$ cat src/rtl/plb_access_arbiter_pkg.sv
// Shared types for the PLB access arbiter: flush FSM states and requester IDs.
package mpt_pkg;
  typedef enum logic [1:0] {ARB = 2'd0, DRAIN = 2'd1, INV = 2'd2, WAIT = 2'd3} plb_arb_state_e;
  typedef enum logic {PLB_ARB_LKP = 1'b0, PLB_ARB_FILL = 1'b1} plb_arb_id_e;
endpackage

$ cat src/rtl/plb_access_arbiter_if.sv
// MEM bundle: req/gnt handshake, one in-order valid per grant.
interface plb_access_arbiter_if #(
  parameter int DATA_WIDTH = 64,
  parameter int ADDR_WIDTH = 64
);
  logic                    req, gnt, valid, we, error;
  logic [ADDR_WIDTH-1:0]   addr;
  logic [DATA_WIDTH-1:0]   rdata, wdata;
  logic [DATA_WIDTH/8-1:0] be;

  modport master (output req, addr, wdata, we, be, input gnt, valid, rdata, error);
  modport slave  (input req, addr, wdata, we, be, output gnt, valid, rdata, error);
endinterface

$ cat src/rtl/plb_access_arbiter_id_fifo.sv
// Requester-ID FIFO: one bit per granted-but-unanswered PLB request.
module plb_arb_id_fifo #(
  parameter int DEPTH = 4
) (
  input  logic clk_i,
  input  logic rst_i,
  input  logic push,
  input  logic pop,
  input  logic din,
  output logic dout,
  output logic full,
  output logic empty
);
  localparam int AW = $clog2(DEPTH);

  logic [DEPTH-1:0] mem_q;
  logic [AW:0]      wr_q, rd_q;
  logic             push_ok, pop_ok;

  assign empty   = (wr_q == rd_q);
  assign full    = (wr_q[AW] != rd_q[AW]) && (wr_q[AW-1:0] == rd_q[AW-1:0]);
  assign dout    = mem_q[rd_q[AW-1:0]];
  assign pop_ok  = pop && !empty;
  assign push_ok = push && (!full || pop_ok);

  always_ff @(posedge clk_i or posedge rst_i) begin
    if (rst_i) begin
      mem_q <= '0;
      wr_q  <= '0;
      rd_q  <= '0;
    end else begin
      if (push_ok) begin
        mem_q[wr_q[AW-1:0]] <= din;
        wr_q <= wr_q + 1'b1;
      end
      if (pop_ok) rd_q <= rd_q + 1'b1;
    end
  end
endmodule

$ cat src/rtl/plb_access_arbiter.sv
// Round-robin sharing of the PLB port between lookup and refill, plus flush/invalidate sequencing.
// Define PLB_ARB_PERF_CNT_EN to build the grant/conflict performance counters.
module plb_access_arbiter
  import mpt_pkg::*;
#(
  parameter int                    DATA_WIDTH      = 64,
  parameter int                    ADDR_WIDTH      = 64,
  parameter int                    MAX_OUTSTANDING = 4,
  parameter logic [ADDR_WIDTH-1:0] FLUSH_CMD_ADDR  = '1,
  parameter int                    CNT_WIDTH       = 32
) (
  input  logic                 clk_i,
  input  logic                 rst_i,
  plb_access_arbiter_if.slave  lkp_slave_mem,
  plb_access_arbiter_if.slave  fill_slave_mem,
  plb_access_arbiter_if.master plb_master_mem,
  input  logic                 flush_i,
  output logic                 flush_busy_o,
  output logic                 flush_done_o,
  output logic                 proto_err_o,
  output logic [CNT_WIDTH-1:0] lkp_grants_o,
  output logic [CNT_WIDTH-1:0] fill_grants_o,
  output logic [CNT_WIDTH-1:0] conflict_cyc_o
);
  localparam logic [1:0] S_ARB   = ARB;
  localparam logic [1:0] S_DRAIN = DRAIN;
  localparam logic [1:0] S_INV   = INV;
  localparam logic [1:0] S_WAIT  = WAIT;

  logic [1:0]              state_q, state_d;
  plb_arb_id_e             sel, lock_id_q, rr_q, head_id;
  logic                    locked_q, flush_pend_q, proto_err_q;
  logic                    slv_req, flush_req, fwd, mst_gnt, resp;
  logic                    fifo_full, fifo_empty, fifo_head;
  logic [DATA_WIDTH-1:0]   cmd_wdata;
  logic [DATA_WIDTH/8-1:0] cmd_be;

  assign cmd_wdata = '0;
  assign cmd_be    = '1;

  // A held (ungranted) request keeps its owner; otherwise round-robin among requesters.
  always_comb begin
    if (locked_q)                                sel = lock_id_q;
    else if (lkp_slave_mem.req && fill_slave_mem.req) sel = rr_q;
    else if (lkp_slave_mem.req)                  sel = PLB_ARB_LKP;
    else                                         sel = PLB_ARB_FILL;
  end

  assign slv_req   = (sel == PLB_ARB_FILL) ? fill_slave_mem.req : lkp_slave_mem.req;
  assign flush_req = (state_q == S_ARB) && (flush_i || flush_pend_q);
  assign fwd       = (state_q == S_ARB) && !fifo_full && slv_req && (locked_q || !flush_req);
  assign mst_gnt   = fwd && plb_master_mem.gnt;

  always_comb begin
    plb_master_mem.req   = fwd;
    plb_master_mem.addr  = (sel == PLB_ARB_FILL) ? fill_slave_mem.addr  : lkp_slave_mem.addr;
    plb_master_mem.wdata = (sel == PLB_ARB_FILL) ? fill_slave_mem.wdata : lkp_slave_mem.wdata;
    plb_master_mem.we    = (sel == PLB_ARB_FILL) ? fill_slave_mem.we    : lkp_slave_mem.we;
    plb_master_mem.be    = (sel == PLB_ARB_FILL) ? fill_slave_mem.be    : lkp_slave_mem.be;
    if (state_q == S_INV) begin
      plb_master_mem.req   = 1'b1;
      plb_master_mem.we    = 1'b1;
      plb_master_mem.addr  = FLUSH_CMD_ADDR;
      plb_master_mem.wdata = cmd_wdata;
      plb_master_mem.be    = cmd_be;
    end
  end

  assign lkp_slave_mem.gnt  = mst_gnt && (sel == PLB_ARB_LKP);
  assign fill_slave_mem.gnt = mst_gnt && (sel == PLB_ARB_FILL);

  // The invalidate command is never pushed, so its response always finds the FIFO empty.
  assign head_id              = plb_arb_id_e'(fifo_head);
  assign resp                 = plb_master_mem.valid && !fifo_empty;
  assign lkp_slave_mem.valid  = resp && (head_id == PLB_ARB_LKP);
  assign fill_slave_mem.valid = resp && (head_id == PLB_ARB_FILL);
  assign lkp_slave_mem.error  = lkp_slave_mem.valid && plb_master_mem.error;
  assign fill_slave_mem.error = fill_slave_mem.valid && plb_master_mem.error;
  assign lkp_slave_mem.rdata  = plb_master_mem.rdata;
  assign fill_slave_mem.rdata = plb_master_mem.rdata;

  plb_arb_id_fifo #(.DEPTH(MAX_OUTSTANDING)) u_id_fifo (
    .clk_i (clk_i),
    .rst_i (rst_i),
    .push  (mst_gnt),
    .pop   (resp),
    .din   (sel),
    .dout  (fifo_head),
    .full  (fifo_full),
    .empty (fifo_empty)
  );

  always_comb begin
    state_d = state_q;
    case (state_q)
      S_ARB:   if (flush_req && (!locked_q || plb_master_mem.gnt)) state_d = S_DRAIN;
      S_DRAIN: if (fifo_empty)           state_d = S_INV;
      S_INV:   if (plb_master_mem.gnt)   state_d = S_WAIT;
      default: if (plb_master_mem.valid) state_d = S_ARB;
    endcase
  end

  always_ff @(posedge clk_i or posedge rst_i) begin
    if (rst_i) begin
      state_q      <= S_ARB;
      locked_q     <= 1'b0;
      lock_id_q    <= PLB_ARB_LKP;
      rr_q         <= PLB_ARB_LKP;
      flush_pend_q <= 1'b0;
      proto_err_q  <= 1'b0;
    end else begin
      state_q      <= state_d;
      locked_q     <= fwd && !plb_master_mem.gnt;
      if (fwd) lock_id_q <= sel;
      if (mst_gnt) rr_q <= (sel == PLB_ARB_LKP) ? PLB_ARB_FILL : PLB_ARB_LKP;
      flush_pend_q <= flush_req && (state_d == S_ARB);
      if (plb_master_mem.valid && fifo_empty && state_q != S_WAIT) proto_err_q <= 1'b1;
    end
  end

  assign flush_busy_o = (state_q != S_ARB);
  assign flush_done_o = (state_q == S_WAIT) && plb_master_mem.valid;
  assign proto_err_o  = proto_err_q;

`ifdef PLB_ARB_PERF_CNT_EN
  logic [CNT_WIDTH-1:0] lkp_cnt_q, fill_cnt_q, conf_cnt_q;

  always_ff @(posedge clk_i or posedge rst_i) begin
    if (rst_i) begin
      lkp_cnt_q  <= '0;
      fill_cnt_q <= '0;
      conf_cnt_q <= '0;
    end else begin
      if (lkp_slave_mem.gnt)  lkp_cnt_q  <= lkp_cnt_q + CNT_WIDTH'(1);
      if (fill_slave_mem.gnt) fill_cnt_q <= fill_cnt_q + CNT_WIDTH'(1);
      if (lkp_slave_mem.req && fill_slave_mem.req) conf_cnt_q <= conf_cnt_q + CNT_WIDTH'(1);
    end
  end

  assign lkp_grants_o   = lkp_cnt_q;
  assign fill_grants_o  = fill_cnt_q;
  assign conflict_cyc_o = conf_cnt_q;
`else
  assign lkp_grants_o   = '0;
  assign fill_grants_o  = '0;
  assign conflict_cyc_o = '0;
`endif
endmodule
$ cat src/flat_wrapper.sv
// flat-port wrapper written by rule: the top's interface ports become plain ports
module plb_access_arbiter_flat import mpt_pkg::*;
#(
  parameter int                    DATA_WIDTH      = 64,
  parameter int                    ADDR_WIDTH      = 64,
  parameter int                    MAX_OUTSTANDING = 4,
  parameter logic [ADDR_WIDTH-1:0] FLUSH_CMD_ADDR  = '1,
  parameter int                    CNT_WIDTH       = 32
)
  (clk_i, rst_i, flush_i, flush_busy_o, flush_done_o, proto_err_o, lkp_grants_o, fill_grants_o, conflict_cyc_o, lkp_slave_mem_req, lkp_slave_mem_addr, lkp_slave_mem_wdata, lkp_slave_mem_we, lkp_slave_mem_be, lkp_slave_mem_gnt, lkp_slave_mem_valid, lkp_slave_mem_rdata, lkp_slave_mem_error, fill_slave_mem_req, fill_slave_mem_addr, fill_slave_mem_wdata, fill_slave_mem_we, fill_slave_mem_be, fill_slave_mem_gnt, fill_slave_mem_valid, fill_slave_mem_rdata, fill_slave_mem_error, plb_master_mem_req, plb_master_mem_addr, plb_master_mem_wdata, plb_master_mem_we, plb_master_mem_be, plb_master_mem_gnt, plb_master_mem_valid, plb_master_mem_rdata, plb_master_mem_error);
  plb_access_arbiter_if #(.DATA_WIDTH(DATA_WIDTH), .ADDR_WIDTH(ADDR_WIDTH)) lkp_slave_mem_i ();
  plb_access_arbiter_if #(.DATA_WIDTH(DATA_WIDTH), .ADDR_WIDTH(ADDR_WIDTH)) fill_slave_mem_i ();
  plb_access_arbiter_if #(.DATA_WIDTH(DATA_WIDTH), .ADDR_WIDTH(ADDR_WIDTH)) plb_master_mem_i ();
  input  logic clk_i;
  input  logic rst_i;
  input  logic flush_i;
  output logic flush_busy_o;
  output logic flush_done_o;
  output logic proto_err_o;
  output logic [CNT_WIDTH-1:0] lkp_grants_o;
  output logic [CNT_WIDTH-1:0] fill_grants_o;
  output logic [CNT_WIDTH-1:0] conflict_cyc_o;
  input wire logic [$bits(lkp_slave_mem_i.req)-1:0] lkp_slave_mem_req;
  input wire logic [$bits(lkp_slave_mem_i.addr)-1:0] lkp_slave_mem_addr;
  input wire logic [$bits(lkp_slave_mem_i.wdata)-1:0] lkp_slave_mem_wdata;
  input wire logic [$bits(lkp_slave_mem_i.we)-1:0] lkp_slave_mem_we;
  input wire logic [$bits(lkp_slave_mem_i.be)-1:0] lkp_slave_mem_be;
  output wire logic [$bits(lkp_slave_mem_i.gnt)-1:0] lkp_slave_mem_gnt;
  output wire logic [$bits(lkp_slave_mem_i.valid)-1:0] lkp_slave_mem_valid;
  output wire logic [$bits(lkp_slave_mem_i.rdata)-1:0] lkp_slave_mem_rdata;
  output wire logic [$bits(lkp_slave_mem_i.error)-1:0] lkp_slave_mem_error;
  input wire logic [$bits(fill_slave_mem_i.req)-1:0] fill_slave_mem_req;
  input wire logic [$bits(fill_slave_mem_i.addr)-1:0] fill_slave_mem_addr;
  input wire logic [$bits(fill_slave_mem_i.wdata)-1:0] fill_slave_mem_wdata;
  input wire logic [$bits(fill_slave_mem_i.we)-1:0] fill_slave_mem_we;
  input wire logic [$bits(fill_slave_mem_i.be)-1:0] fill_slave_mem_be;
  output wire logic [$bits(fill_slave_mem_i.gnt)-1:0] fill_slave_mem_gnt;
  output wire logic [$bits(fill_slave_mem_i.valid)-1:0] fill_slave_mem_valid;
  output wire logic [$bits(fill_slave_mem_i.rdata)-1:0] fill_slave_mem_rdata;
  output wire logic [$bits(fill_slave_mem_i.error)-1:0] fill_slave_mem_error;
  output wire logic [$bits(plb_master_mem_i.req)-1:0] plb_master_mem_req;
  output wire logic [$bits(plb_master_mem_i.addr)-1:0] plb_master_mem_addr;
  output wire logic [$bits(plb_master_mem_i.wdata)-1:0] plb_master_mem_wdata;
  output wire logic [$bits(plb_master_mem_i.we)-1:0] plb_master_mem_we;
  output wire logic [$bits(plb_master_mem_i.be)-1:0] plb_master_mem_be;
  input wire logic [$bits(plb_master_mem_i.gnt)-1:0] plb_master_mem_gnt;
  input wire logic [$bits(plb_master_mem_i.valid)-1:0] plb_master_mem_valid;
  input wire logic [$bits(plb_master_mem_i.rdata)-1:0] plb_master_mem_rdata;
  input wire logic [$bits(plb_master_mem_i.error)-1:0] plb_master_mem_error;
  assign lkp_slave_mem_i.req = lkp_slave_mem_req;
  assign lkp_slave_mem_i.addr = lkp_slave_mem_addr;
  assign lkp_slave_mem_i.wdata = lkp_slave_mem_wdata;
  assign lkp_slave_mem_i.we = lkp_slave_mem_we;
  assign lkp_slave_mem_i.be = lkp_slave_mem_be;
  assign lkp_slave_mem_gnt = lkp_slave_mem_i.gnt;
  assign lkp_slave_mem_valid = lkp_slave_mem_i.valid;
  assign lkp_slave_mem_rdata = lkp_slave_mem_i.rdata;
  assign lkp_slave_mem_error = lkp_slave_mem_i.error;
  assign fill_slave_mem_i.req = fill_slave_mem_req;
  assign fill_slave_mem_i.addr = fill_slave_mem_addr;
  assign fill_slave_mem_i.wdata = fill_slave_mem_wdata;
  assign fill_slave_mem_i.we = fill_slave_mem_we;
  assign fill_slave_mem_i.be = fill_slave_mem_be;
  assign fill_slave_mem_gnt = fill_slave_mem_i.gnt;
  assign fill_slave_mem_valid = fill_slave_mem_i.valid;
  assign fill_slave_mem_rdata = fill_slave_mem_i.rdata;
  assign fill_slave_mem_error = fill_slave_mem_i.error;
  assign plb_master_mem_req = plb_master_mem_i.req;
  assign plb_master_mem_addr = plb_master_mem_i.addr;
  assign plb_master_mem_wdata = plb_master_mem_i.wdata;
  assign plb_master_mem_we = plb_master_mem_i.we;
  assign plb_master_mem_be = plb_master_mem_i.be;
  assign plb_master_mem_i.gnt = plb_master_mem_gnt;
  assign plb_master_mem_i.valid = plb_master_mem_valid;
  assign plb_master_mem_i.rdata = plb_master_mem_rdata;
  assign plb_master_mem_i.error = plb_master_mem_error;
  plb_access_arbiter #(.DATA_WIDTH(DATA_WIDTH), .ADDR_WIDTH(ADDR_WIDTH), .MAX_OUTSTANDING(MAX_OUTSTANDING), .FLUSH_CMD_ADDR(FLUSH_CMD_ADDR), .CNT_WIDTH(CNT_WIDTH)) u_core (.clk_i(clk_i), .rst_i(rst_i), .lkp_slave_mem(lkp_slave_mem_i), .fill_slave_mem(fill_slave_mem_i), .plb_master_mem(plb_master_mem_i), .flush_i(flush_i), .flush_busy_o(flush_busy_o), .flush_done_o(flush_done_o), .proto_err_o(proto_err_o), .lkp_grants_o(lkp_grants_o), .fill_grants_o(fill_grants_o), .conflict_cyc_o(conflict_cyc_o));
endmodule
$ cat config.mk
export PLATFORM = sky130hd
export DESIGN_NAME = plb_access_arbiter_flat
export DESIGN_NICKNAME = d
export VERILOG_FILES = /design/src/rtl/plb_access_arbiter_pkg.sv /design/src/rtl/plb_access_arbiter_if.sv /design/src/rtl/plb_access_arbiter_id_fifo.sv /design/src/rtl/plb_access_arbiter.sv /design/src/flat_wrapper.sv
export SDC_FILE = /design/constraint.sdc
export NUM_CORES = 1
export LEC_CHECK = 0
export ABC_AREA = 1
export CELL_PAD_IN_SITES_DETAIL_PLACEMENT = 0
export CELL_PAD_IN_SITES_GLOBAL_PLACEMENT = 1
export CORE_AREA = 4 4 278 280
export DETAILED_ROUTE_END_ITERATION = 12
export DIE_AREA = 0 0 282 284
export PLACE_DENSITY = 0.42
export SLEW_MARGIN = 0
export SYNTH_ARGS = -nofsm -noshare
export SYNTH_HDL_FRONTEND = slang
export SYNTH_HIERARCHICAL = 1
export SYNTH_SLANG_ARGS = --single-unit
export TNS_END_PERCENT = 20
$ cat constraint.sdc
create_clock -name clk_i -period 1.9 [get_ports clk_i]
set_input_delay 0.38 -clock clk_i [delete_from_list [all_inputs] [get_ports clk_i]]
set_output_delay 0.38 -clock clk_i [all_outputs]
set_load 0.01 [all_outputs]
==> results of run 1 <==
==> power by group through the flow <==
stage,Combinational [mW],Sequential (mW),Clock [mW]
after CTS,10.0,0.605,0.452
after global routing,11.3,0.632,0.470
final,10.4,0.613,0.429
after global placement,9.11,0.609,0
after detailed placement,9.01,0.604,0
after floorplan,3.93,0.608,0
==> cell usage after synthesis (2+ instances only) <==
library cell	n
a21oi_1	2
buf_2	16
buf_4	233
buf_6	11
clkbuf_1	12
dfrtp_1	17
ha_1	5
inv_1	24
inv_2	3
nand2_1	184
nand3_1	82
nand4_1	8
nor2_1	143
nor3_1	3
nor4_1	2
o21ai_0	71
==> critical path: cells and delay by family, from the launching register on <==
kind / cells / cell delay (ns)
buf+inv: 6 / 0.76
flops: 1 / 0.39
simple gates: 3 / 0.27
compound gates: 1 / 0.15
==> worst max-delay path by stage <==
stage	to	depth (start not counted)	slack (ns)	start
after floorplan	fill_slave_mem_gnt	9	0.11	u_core/u_id_fifo/wr_q[1]$_DFFE_PP0P_
after global placement	plb_master_mem_wdata[63]	9	-1.01	fill_slave_mem_req
after detailed placement	plb_master_mem_wdata[63]	9	-0.96	fill_slave_mem_req
after CTS	plb_master_mem_addr[46]	9	-0.59	u_core/locked_q$_DFF_PP0_
after global routing	plb_master_mem_wdata[47]	10	-0.41	u_core/locked_q$_DFF_PP0_
final	plb_master_mem_wdata[49]	10	-0.31	u_core/locked_q$_DFF_PP0_
==> metrics by stage <==
| step | hold WS [ns] | cell area, um2 | setup TNS (ns) | power [mW] | setup WS [ns] |
|---|---|---|---|---|---|
| 6_report | 0.414 | 10600 | -27.05 | 11.4 | -0.311 |
| 5_1_grt | 0.458 | 10600 | -42.86 | 12.4 | -0.411 |
| 4_1_cts | 0.427 | 10200 | -41.06 | 11.1 | -0.590 |
| 3_5_place_dp | 0.463 | 9390 | -115.35 | 9.61 | -0.963 |
| 3_3_place_gp | 0.463 | 9390 | -117.04 | 9.72 | -1.01 |
| 2_1_floorplan | 0.183 | 5120 | 0 | 4.54 | 0.113 |
==> metal layers <==
| metal | GRT usage, % | up-vias | wire (um) | share of wire [%] |
|---|---|---|---|---|
| met4 | 3.03 | 2 | 1500 | 4.6 |
| li1 | - | 3065 | - | - |
| met1 | 7.33 | 2792 | 11300 | 35 |
| met2 | 14.2 | 374 | 16700 | 51 |
| met5 | 0 | - | 12 | 0.037 |
| met3 | 1.58 | 79 | 2940 | 9.0 |
==> final cells by class <==
cell class / instances / area, um2
Sequential cell: 17 / 425
Multi-Input combinational cell: 606 / 3170
Fill cell: 8624 / 63900
Timing Repair Buffer: 560 / 5550
Clock buffer: 4 / 78.8
Inverter: 27 / 144
Tap cell: 969 / 1210
==> cells by family (layout without fill, tap and decap cells) <==
logic type               after synthesis  after routing  share of synthesized area (%)
buffers and inverters                299            591                           44.1
AND/OR/NAND/NOR                      427            427                           36.9
AO/OA/AOI/OAI                         76             76                           8.10
flip-flops                            17             17                           8.94
adder cells (fa/ha/maj)                5              5                           1.31
other                                  1             96                         0.0788
XOR/XNOR                               2              2                          0.526
==> registers in the layout (all words and copies together) (netlist names) <==
name,count
u_core/flush_pend_q,1
u_core/lock_id_q,1
u_core/locked_q,1
u_core/state_q,2
u_core/proto_err_o,1
u_core/u_id_fifo/rd_q,3
u_core/u_id_fifo/wr_q,3
u_core/rr_q,1
u_core/u_id_fifo/mem_q,4
==> timing repair <==
item                       4_1_cts  5_1_grt
resized for setup              669      216
buffers inserted                26       18
pin swaps                       24       37
hold buffers                     0        0
setup endpoints to repair      152      156
gates cloned                    18        2
==> metrics.csv, run 1 <==
stage,metric,value,unit
detailed_routing,wire_per_inst,14.9,um
detailed_routing,via_per_inst,2.89,
worst_setup_path,path_common_cell,buf_12,
yosys,synth_cell_types,27,
worst_setup_path,cpPeakStageDelay,0.39,ns
final_layout,nNetsFinal,1566,
place,place.gp.congestion,0.753,
power,p_int,6.02,mW
detailed_routing,drtPass1Iterations,4,
cts,cts.sinks,17,
cts,cts_tree,done,
global_routing,overflow,0,
floorplanning,pin_count,717,
power,peakVddDrop,0.450,mV
final_layout,final_cells,2183,
yosys,ys_warn_count,6,
yosys,ys_seq_area_share,8.94,%
power,p_sw_share,47.3,%
power,combPwrFrac,90.9,%
power,clkPwrFrac,3.8,%
job,maxCapViolCount,0,
floorplanning,dieWidth,282,um
worst_setup_path,reg2reg_slack,0.15,ns
worst_setup_path,r2r_end,u_core/u_id_fifo/mem_q[0]$_DFFE_PP0P_,
power,power_frac_seq,5.4,%
yosys,async_flop_share,100,%
outcome,violations,negative setup slack,
sta,rsz0062_at_grt,yes,
yosys,synth_area_leaders,"buf_4 37%, nand2_1 15%, nor2_1 11%, dfrtp_1 8.9%, nand3_1 8.6%",
final_layout,fin_util,14.2,%
global_routing,grt_start_max_net_pins,22,
final_layout,layout_common_cells,"281 x clkdlybuf4s50_1, 132 x nand2_1, 113 x nor2_1, 107 x buf_2, 96 x conb_1",
place,dpl.cell_count,2125,
worst_setup_path,crit_chain,inv_2 -> nand3_4 -> nand2_8 -> buf_12 -> buf_8 -> buf_12 -> buf_6 -> o21ai_2 -> nor2_1 -> buf_2,
floorplanning,die_h,284,um
cts,h-tree-depth,1,
cts,cts_root_buf,clkbuf_16,
final_layout,diodes,0,
worst_setup_path,critPathSlowestCell,dfrtp_1,
floorplanning,start_util,6.39,%
yosys,ys_seq_elements,17,
sta,drv_slew,0,
sta,finalHoldViolCount,0,
cts,cts_buffers,3,
detailed_routing,ant_nets,0,
final_layout,final_layout_size_suffix_gt1_share,35.1,%
global_routing,antenna_found_initial,1,
worst_setup_path,cp_data_required_time,1.52,ns
cts,clockBufferDepth,2,
sta,setup_slack,-0.311,ns
worst_setup_path,worst_setup_path_start_kind,flip-flop,
global_routing,grt_pass1_wl,43200,um
sta,finalCritPeriodShare,116,%
worst_setup_path,r2r_cells,10,
place,io_buffers,428,
worst_setup_path,worstReg2RegStart,u_core/u_id_fifo/wr_q[0]$_DFFE_PP0P_,
sta,finalSetupViolations,143,
outcome,status,"finished, violations left",
yosys,syn_avg_cell_area,5.76,um2
yosys,yosysTopAreaCell,buf_4,
cts,clk_pin_slew,0.05,ns
hold_path,holdCritPathClass,input port to asynchronous set/reset pin,
power,powerDensity,1080,mW/mm2
yosys,synth_ff_type,dfrtp_1,
yosys,netlist_area,0.00476,mm2
sta,finClkSkew,0.00313,ns
cts,clock_latency,0.25,ns
power,leakagePower,4.74,nW
sta,min_period,2.21,ns
worst_setup_path,worst-setup-path-type,flip-flop to output port,
yosys,netlist_instances,827,
power,p_switching,5.41,mW
global_routing,grt_usage,7.26,%
detailed_routing,finalWirelength,32500,um
sta,clock.fmax,452,MHz
floorplanning,die_area,0.0801,mm2
worst_setup_path,endpoint_kind,output port,
final_layout,syn_to_final_growth,122,%
global_routing,grt_pass1_vias,6595,
place,hpwl,24400,um
yosys,synth_top_cell_area_share,36.8,%
floorplanning,core_region_area,0.0744,mm2
detailed_routing,vias,6312,
yosys,synth_edf_count,0,
worst_setup_path,worstPathArrival,1.83,ns
worst_setup_path,cp_max_fo,7,
detailed_routing,drc,0,
detailed_routing,drtIter0Drc,154,
final_layout,mostFrequentLayoutCell,clkdlybuf4s50_1,
floorplanning,std_cell_rows,100,
(Power assumes the default switching activity.)
==> inputs of run 2 (changes only) <==
Settings changed: DONT_BUFFER_PORTS from default to 1, PLACE_DENSITY 0.42 to 0.3.
==> run 2 against run 1 <==
The flow still finishes with violations (negative setup slack). Combinational power down 17%. Power down 15%. First-iteration DRC count up 10%. Cell area down 33%. Worst setup slack better by 0.089 ns. Register-to-register slack worse by 0.02 ns. Clock skew down 0.0016 ns. Via count down 21%. Critical endpoint is now plb_master_mem_wdata[57]. Largest power group unchanged.
==> metrics.csv, run 2 (synthesis results as in run 1) <==
stage,metric,value,unit,change
sta,timing.setup.tns,-20.38,ns,was -27.05 ns
power,leakagePower,3.07,nW,was 4.74 nW
worst_setup_path,critPathBufInv,5,,was 6
detailed_routing,ant_nets,0,,unchanged
worst_setup_path,endpoint_kind,output port,,unchanged
cts,clk_pin_slew,0.06,ns,was 0.05 ns
sta,rsz0062_at_grt,yes,,unchanged
place,hpwl,18400,um,"was 24,400 um"
sta,finalCritPeriodShare,112,%,was 116%
place,place.gp.congestion,0.728,,was 0.753
detailed_routing,drtIter0Drc,170,,was 154
outcome,violations,negative setup slack,,unchanged
worst_setup_path,cp_max_fo,9,,was 7
hold_path,holdCritPathClass,input port to asynchronous set/reset pin,,unchanged
cts,clockBufferDepth,2,,unchanged
final_layout,top_regs,"u_core/u_id_fifo/mem_q: 4 flops, u_core/u_id_fifo/rd_q: 3 flops, u_core/u_id_fifo/wr_q: 3 flops",,unchanged
worst_setup_path,worstPathArrival,1.74,ns,was 1.83 ns
detailed_routing,vias,4994,,"was 6,312"
sta,setup_slack,-0.222,ns,was -0.311 ns
worst_setup_path,worst_setup_path_start_kind,flip-flop,,unchanged
cts,cts_tree,done,,unchanged
detailed_routing,drtPass1Iterations,4,,unchanged
final_layout,regMostFlops,u_core/u_id_fifo/mem_q,,unchanged
cts,clock_latency,0.25,ns,about the same
worst_setup_path,crit_chain,inv_2 -> nand3_4 -> nand2_8 -> inv_16 -> buf_16 -> nor2_2 -> buf_4 -> nor2_4 -> buf_6,,was inv_2 -> nand3_4 -> nand2_8 -> buf_12 -> buf_8 -> buf_12 -> buf_6 -> o21ai_2 -> nor2_1 -> buf_2
sta,drv_slew,0,,unchanged
worst_setup_path,cp_data_required_time,1.52,ns,about the same
sta,finalHoldViolCount,0,,unchanged
final_layout,layout_common_cells,"134 x nand2_1, 96 x conb_1, 65 x nor2_1, 65 x nand3_2, 57 x buf_4",,"was 281 x clkdlybuf4s50_1, 132 x nand2_1, 113 x nor2_1, 107 x buf_2, 96 x conb_1"
global_routing,grt_usage,6.60,%,was 7.26%
cts,cts_root_buf,clkbuf_16,,unchanged
place,dpl-instance-area,0.00496,mm2,was 0.00939 mm2
detailed_routing,wire_per_inst,18.0,um,was 14.9 um
worst_setup_path,critPathSlowestCell,dfrtp_1,,unchanged
sta,min_period,2.12,ns,was 2.21 ns
job,maxCapViolCount,0,,unchanged
floorplanning,dieWidth,282,um,unchanged
worst_setup_path,reg2reg_slack,0.13,ns,was 0.15 ns
global_routing,grt_pass1_vias,5002,,"was 6,595"
global_routing,grt_start_max_net_pins,50,,was 22
place,io_buffers,0,,was 428
cts,cts_buffers,3,,unchanged
final_layout,mostFrequentLayoutCell,nand2_1,,was clkdlybuf4s50_1
sta,finClkSkew,0.00153,ns,was 0.00313 ns
floorplanning,core_region_area,0.0744,mm2,unchanged
power,powerDensity,1360,mW/mm2,was 1080 mW/mm2
cts,h-tree-depth,1,,unchanged
power,peakVddDrop,0.475,mV,was 0.450 mV
global_routing,overflow,0,,unchanged
sta,clock.fmax,471,MHz,was 452 MHz
detailed_routing,drc,0,,unchanged
sta,fin_hold_ws,0.0146,ns,was 0.414 ns
cts,cts.sinks,17,,unchanged
floorplanning,die_h,284,um,unchanged
detailed_routing,finalWirelength,31400,um,"was 32,500 um"
place,dp_slack,-0.231,ns,was -0.963 ns
global_routing,grt_pass1_wl,37600,um,"was 43,200 um"
power,clkPwrFrac,4.6,%,was 3.8%
floorplanning,pin_count,717,,unchanged
worst_setup_path,cpPeakStageDelay,0.41,ns,was 0.39 ns
power,power_frac_seq,6.4,%,was 5.4%
floorplanning,std_cell_rows,100,,unchanged
final_layout,syn_to_final_growth,49.5,%,was 122%
worst_setup_path,cp_top_family,buffers and inverters,,unchanged
power,p_sw_share,56.4,%,was 47.3%
power,p_switching,5.47,mW,was 5.41 mW
outcome,status,"finished, violations left",,unchanged
sta,finalSetupViolations,143,,unchanged
power,combPwrFrac,89.0,%,was 90.9%
detailed_routing,via_per_inst,2.87,,was 2.89
floorplanning,die_area,0.0801,mm2,unchanged
final_layout,largest_reg_flops,4,,unchanged
global_routing,antenna_found_initial,2,,was 1
floorplanning,start_util,6.39,%,unchanged
final_layout,nNetsFinal,1124,,"was 1,566"
final_layout,final_layout_size_suffix_gt1_share,44.8,%,was 35.1%
worst_setup_path,r2r_end,u_core/u_id_fifo/mem_q[3]$_DFFE_PP0P_,,was u_core/u_id_fifo/mem_q[0]$_DFFE_PP0P_
power,p_int,4.22,mW,was 6.02 mW
worst_setup_path,r2r_cells,10,,unchanged
worst_setup_path,worst-setup-path-type,flip-flop to output port,,unchanged
worst_setup_path,worstReg2RegStart,u_core/u_id_fifo/rd_q[0]$_DFFE_PP0P_,,was u_core/u_id_fifo/wr_q[0]$_DFFE_PP0P_
final_layout,final_cell_area,0.00712,mm2,was 0.0106 mm2
-- run 2: changes by cell type in the layout (fill, tap and decap cells not counted), sizes merged, moves of 2 or more --
| cell | delta |
|---|---|
| buf | -152 |
| clkbuf | -3 |
| clkdlybuf4s15 | -4 |
| bufbuf | -2 |
| clkdlybuf4s50 | -281 |
-- run 2: worst max-delay path by stage --
stage | depth (start not counted) | startpoint | end | slack [ns]
CTS | 9 | u_core/locked_q$_DFF_PP0_ | plb_master_mem_wdata[1] | -0.29
detailed placement | 8 | u_core/locked_q$_DFF_PP0_ | plb_master_mem_wdata[57] | -0.23
floorplan | 9 | u_core/u_id_fifo/wr_q[1]$_DFFE_PP0P_ | fill_slave_mem_gnt | 0.11
global route | 8 | u_core/locked_q$_DFF_PP0_ | lkp_slave_mem_gnt | -0.31
finish | 9 | u_core/locked_q$_DFF_PP0_ | plb_master_mem_wdata[57] | -0.22
global placement | 8 | u_core/locked_q$_DFF_PP0_ | plb_master_mem_wdata[57] | -0.22
-- run 2: area by class of cell --
| class | count | area [um2] |
|---|---|---|
| well taps | 969 | 1210 |
| fillers | 8671 | 67300 |
| multi-input cells | 606 | 3600 |
| repair buffers | 118 | 1670 |
| flip-flops and latches | 17 | 428 |
| clock inverters | 1 | 5.00 |
| clock buffers | 3 | 75.1 |
| diodes | 1 | 2.50 |
| inverters | 27 | 123 |
-- run 2: worst register-to-register path, cell delays in order (launching register included) --
cell,delay [ns]
dfrtp_2,0.44
xnor2_2,0.20
nand4_1,0.24
inv_2,0.18
nor2_2,0.07
inv_1,0.08
nand4_2,0.13
buf_4,0.17
nand3_1,0.08
nand2_1,0.06
nand2_1,0.05
-- run 2: power by group through the flow --
stage / registers [mW] / logic, mW / clock network [mW]
after floorplan: 0.608 / 3.93 / 0
after global placement: 0.625 / 5.51 / 0
after detailed placement: 0.622 / 5.45 / 0
after CTS: 0.617 / 8.01 / 0.468
after global routing: 0.652 / 9.30 / 0.477
final: 0.624 / 8.62 / 0.446
-- run 2: metrics by stage --
step	power (mW)	utilization, %	std cells
3_3_place_gp	6.14	6.66	1685
3_5_place_dp	6.07	6.66	1685
4_1_cts	9.10	8.97	1734
5_1_grt	10.4	9.56	1742
2_1_floorplan	4.54	-	922
6_report	9.70	9.56	1742
-- run 2: what timing repair did --
| item | in CTS | in global routing |
|---|---|---|
| pin swaps | 36 | 37 |
| cloned | 16 | 5 |
| hold endpoints to repair | 7 | 0 |
| gates resized for setup | 252 | 96 |
| buffers inserted | 30 | 5 |
| endpoints found under the setup margin | 143 | 151 |
| hold buffers | 1 | 0 |
-- run 2: layer usage --
| layer | vias up | GRT usage [%] | part of all wire (%) |
|---|---|---|---|
| met3 | 96 | 1.43 | 8.9 |
| met1 | 2284 | 6.26 | 33 |
| met2 | 424 | 12.6 | 52 |
| met5 | - | 0 | 0 |
| li1 | 2190 | - | - |
| met4 | 0 | 4.31 | 6.9 |
==> inputs of run 3 (changes only) <==
Settings changed: RECOVER_POWER from default to 50.
Clock period 1.9 ns to 2.31 ns, I/O delays scaled along.
==> run 3 against run 2 <==
The flow now finishes without violations. Clock power down 19%. Cell count down 3.7%. Utilization down 2.6 points. Sequential power down 13%. Flip-flop and latch count unchanged. Combinational power down 46%. Worst setup slack better by 0.28 ns. Worst hold slack better by 0.037 ns. Register-to-register slack better by 0.23 ns. Critical path depth down 2. Largest cell class unchanged. Highest routed layer unchanged.
==> metrics.csv, run 3 (synthesis results as in run 1) <==
stage,metric,value,unit,change
power,powerDensity,1080,mW/mm2,was 1360 mW/mm2
final_layout,mostFrequentLayoutCell,nand2_1,,unchanged
worst_setup_path,critPathSlowestCell,dfrtp_1,,unchanged
cts,cts_tree,done,,unchanged
place,io_buffers,0,,unchanged
outcome,status,"complete, no violations",,"was finished, violations left"
detailed_routing,drtIter0Drc,201,,was 170
detailed_routing,wire_per_inst,15.6,um,was 18.0 um
sta,finalHoldViolCount,0,,unchanged
cts,clockBufferDepth,2,,unchanged
detailed_routing,drc,0,,unchanged
cts,cts_root_buf,clkbuf_16,,unchanged
sta,finalCritPeriodShare,97.4,%,
job,maxCapViolCount,0,,unchanged
floorplanning,dieWidth,282,um,unchanged
worst_setup_path,worst_setup_path_start_kind,flip-flop,,unchanged
detailed_routing,vias,4587,,"was 4,994"
final_layout,final_layout_size_suffix_gt1_share,11.8,%,was 44.8%
sta,finClkSkew,0.00278,ns,was 0.00153 ns
power,leakagePower,2.21,nW,was 3.07 nW
floorplanning,start_util,6.39,%,unchanged
power,peakVddDrop,0.342,mV,was 0.475 mV
sta,drv_slew,0,,unchanged
place,place.gp.congestion,0.730,,was 0.728
hold_path,holdCritPathClass,input port to asynchronous set/reset pin,,unchanged
detailed_routing,drtPass1Iterations,4,,unchanged
worst_setup_path,cpPeakStageDelay,0.41,ns,about the same
global_routing,antenna_found_initial,9,,was 2
detailed_routing,ant_nets,0,,unchanged
global_routing,grt_pass1_vias,4421,,"was 5,002"
global_routing,overflow,0,,unchanged
sta,min_period,2.25,ns,
cts,cts.sinks,17,,unchanged
global_routing,grt_start_max_net_pins,47,,was 50
floorplanning,die_h,284,um,unchanged
cts,cts_buffers,3,,unchanged
final_layout,largest_reg_flops,4,,unchanged
final_layout,final_cells,1678,,"was 1,742"
final_layout,syn_to_final_growth,8.60,%,was 49.5%
worst_setup_path,cp_data_required_time,1.85,ns,was 1.52 ns
final_layout,nNetsFinal,1057,,"was 1,124"
floorplanning,die_area,0.0801,mm2,unchanged
floorplanning,std_cell_rows,100,,unchanged
worst_setup_path,endpoint_kind,output port,,unchanged
cts,clk_pin_slew,0.06,ns,about the same
floorplanning,core_region_area,0.0744,mm2,unchanged
worst_setup_path,worstPathArrival,1.79,ns,was 1.74 ns
sta,rsz0062_at_grt,yes,,unchanged
cts,h-tree-depth,1,,unchanged
sta,clock.fmax,445,MHz,
sta,finalSetupViolations,0,,was 143
cts,clock_latency,0.25,ns,about the same
place,hpwl,18800,um,"was 18,400 um"
final_layout,layout_common_cells,"177 x nand2_1, 136 x nor2_1, 96 x conb_1, 82 x nand3_1, 70 x o21ai_0",,"was 134 x nand2_1, 96 x conb_1, 65 x nor2_1, 65 x nand3_2, 57 x buf_4"
detailed_routing,finalWirelength,26100,um,"was 31,400 um"
final_layout,fin_util,6.94,%,was 9.56%
final_layout,top_regs,"u_core/u_id_fifo/mem_q: 4 flops, u_core/u_id_fifo/rd_q: 3 flops, u_core/u_id_fifo/wr_q: 3 flops",,unchanged
detailed_routing,via_per_inst,2.73,,was 2.87
worst_setup_path,cp_top_family,buffers and inverters,,unchanged
worst_setup_path,worst-setup-path-type,flip-flop to output port,,unchanged
worst_setup_path,cp_max_fo,25,,was 9
floorplanning,pin_count,717,,unchanged
worst_setup_path,crit_chain,inv_1 -> nor2_4 -> inv_8 -> buf_16 -> o21ai_0 -> nor2_2 -> buf_4,,was inv_2 -> nand3_4 -> nand2_8 -> inv_16 -> buf_16 -> nor2_2 -> buf_4 -> nor2_4 -> buf_6
global_routing,grt_usage,5.63,%,was 6.60%
place,dpl.cell_count,1659,,"was 1,685"
final_layout,fillers,8861,,"was 8,671"
sta,fin_hold_ws,0.0513,ns,was 0.0146 ns
final_layout,regMostFlops,u_core/u_id_fifo/mem_q,,unchanged
worst_setup_path,critPathBufInv,4,,was 5
global_routing,grt_pass1_wl,32700,um,"was 37,600 um"
[run 3: through the flow]
stage	area (um2)	power, mW	TNS [ns]	setup WS, ns
5_1_grt	5170	6.07	-0.639	-0.0645
6_report	5170	5.56	0	0.0607
3_3_place_gp	4720	4.58	0	0.0711
2_1_floorplan	5120	3.74	0	0.441
4_1_cts	5090	5.56	-0.0140	-0.0140
3_5_place_dp	4720	4.54	0	0.0707
[run 3: path summary, 6_finish.rpt]
kind                                                            start                                    end  slack (ns)  cells past startpoint
worst max-delay path                      u_core/state_q[1]$_DFF_PP0_               plb_master_mem_wdata[57]        0.06                      7
worst min-delay path                                            rst_i          u_core/flush_pend_q$_DFF_PP0_        0.05                      1
worst max register to register   u_core/u_id_fifo/rd_q[0]$_DFFE_PP0P_  u_core/u_id_fifo/mem_q[3]$_DFFE_PP0P_        0.36                      9
worst min register to register  u_core/u_id_fifo/mem_q[1]$_DFFE_PP0P_  u_core/u_id_fifo/mem_q[1]$_DFFE_PP0P_        0.49                      2
max in group asynchronous                                       rst_i   u_core/u_id_fifo/rd_q[1]$_DFFE_PP0P_        1.88                      1
min in group clk_i                                 plb_master_mem_gnt              u_core/locked_q$_DFF_PP0_        0.27                      1
[run 3: where the power goes]
part | switching (mW) | internal, mW
registers | 0.128 | 0.414
clock network | 0.127 | 0.235
logic | 3.18 | 1.48
[run 3: repair_timing]
item | in CTS | in global routing
setup endpoints to repair | 12 | 66
endpoints found under the hold margin | 0 | 0
cloned | 6 | 1
pin swaps | 1 | 4
setup buffers | 2 | 3
resized for setup | 19 | 21
hold buffers | 0 | 0
[run 3: routing by layer]
layer | track usage [%] | vias to the layer above | routed length [um]
li1 | - | 2043 | -
met1 | 5.38 | 2018 | 8450
met2 | 10.7 | 442 | 13200
met3 | 1.51 | 84 | 2890
met4 | 3.24 | 0 | 1630
met5 | 0 | - | 0
[run 3: worst register-to-register path: stages, from the launching register on]
cell and delay, ns:
dfrtp_2 0.46, xnor2_2 0.20, nand4_1 0.16, inv_1 0.24, nor2_1 0.10, inv_1 0.10
nand4_2 0.30, nand3_1 0.20, nand2_1 0.07, nand2_1 0.06
[run 3: area by class of cell]
class / instances / area (um2) / share of cell area (%)
inverter: 27 / 121 / 2.35
multi-input combinational: 606 / 2680 / 51.9
sequential: 17 / 428 / 8.28
timing repair inverter: 1 / 6.26 / 0.121
antenna: 4 / 10.0 / 0.194
clock buffer: 4 / 78.8 / 1.53
timing repair buffer: 50 / 629 / 12.2
tap: 969 / 1210 / 23.5
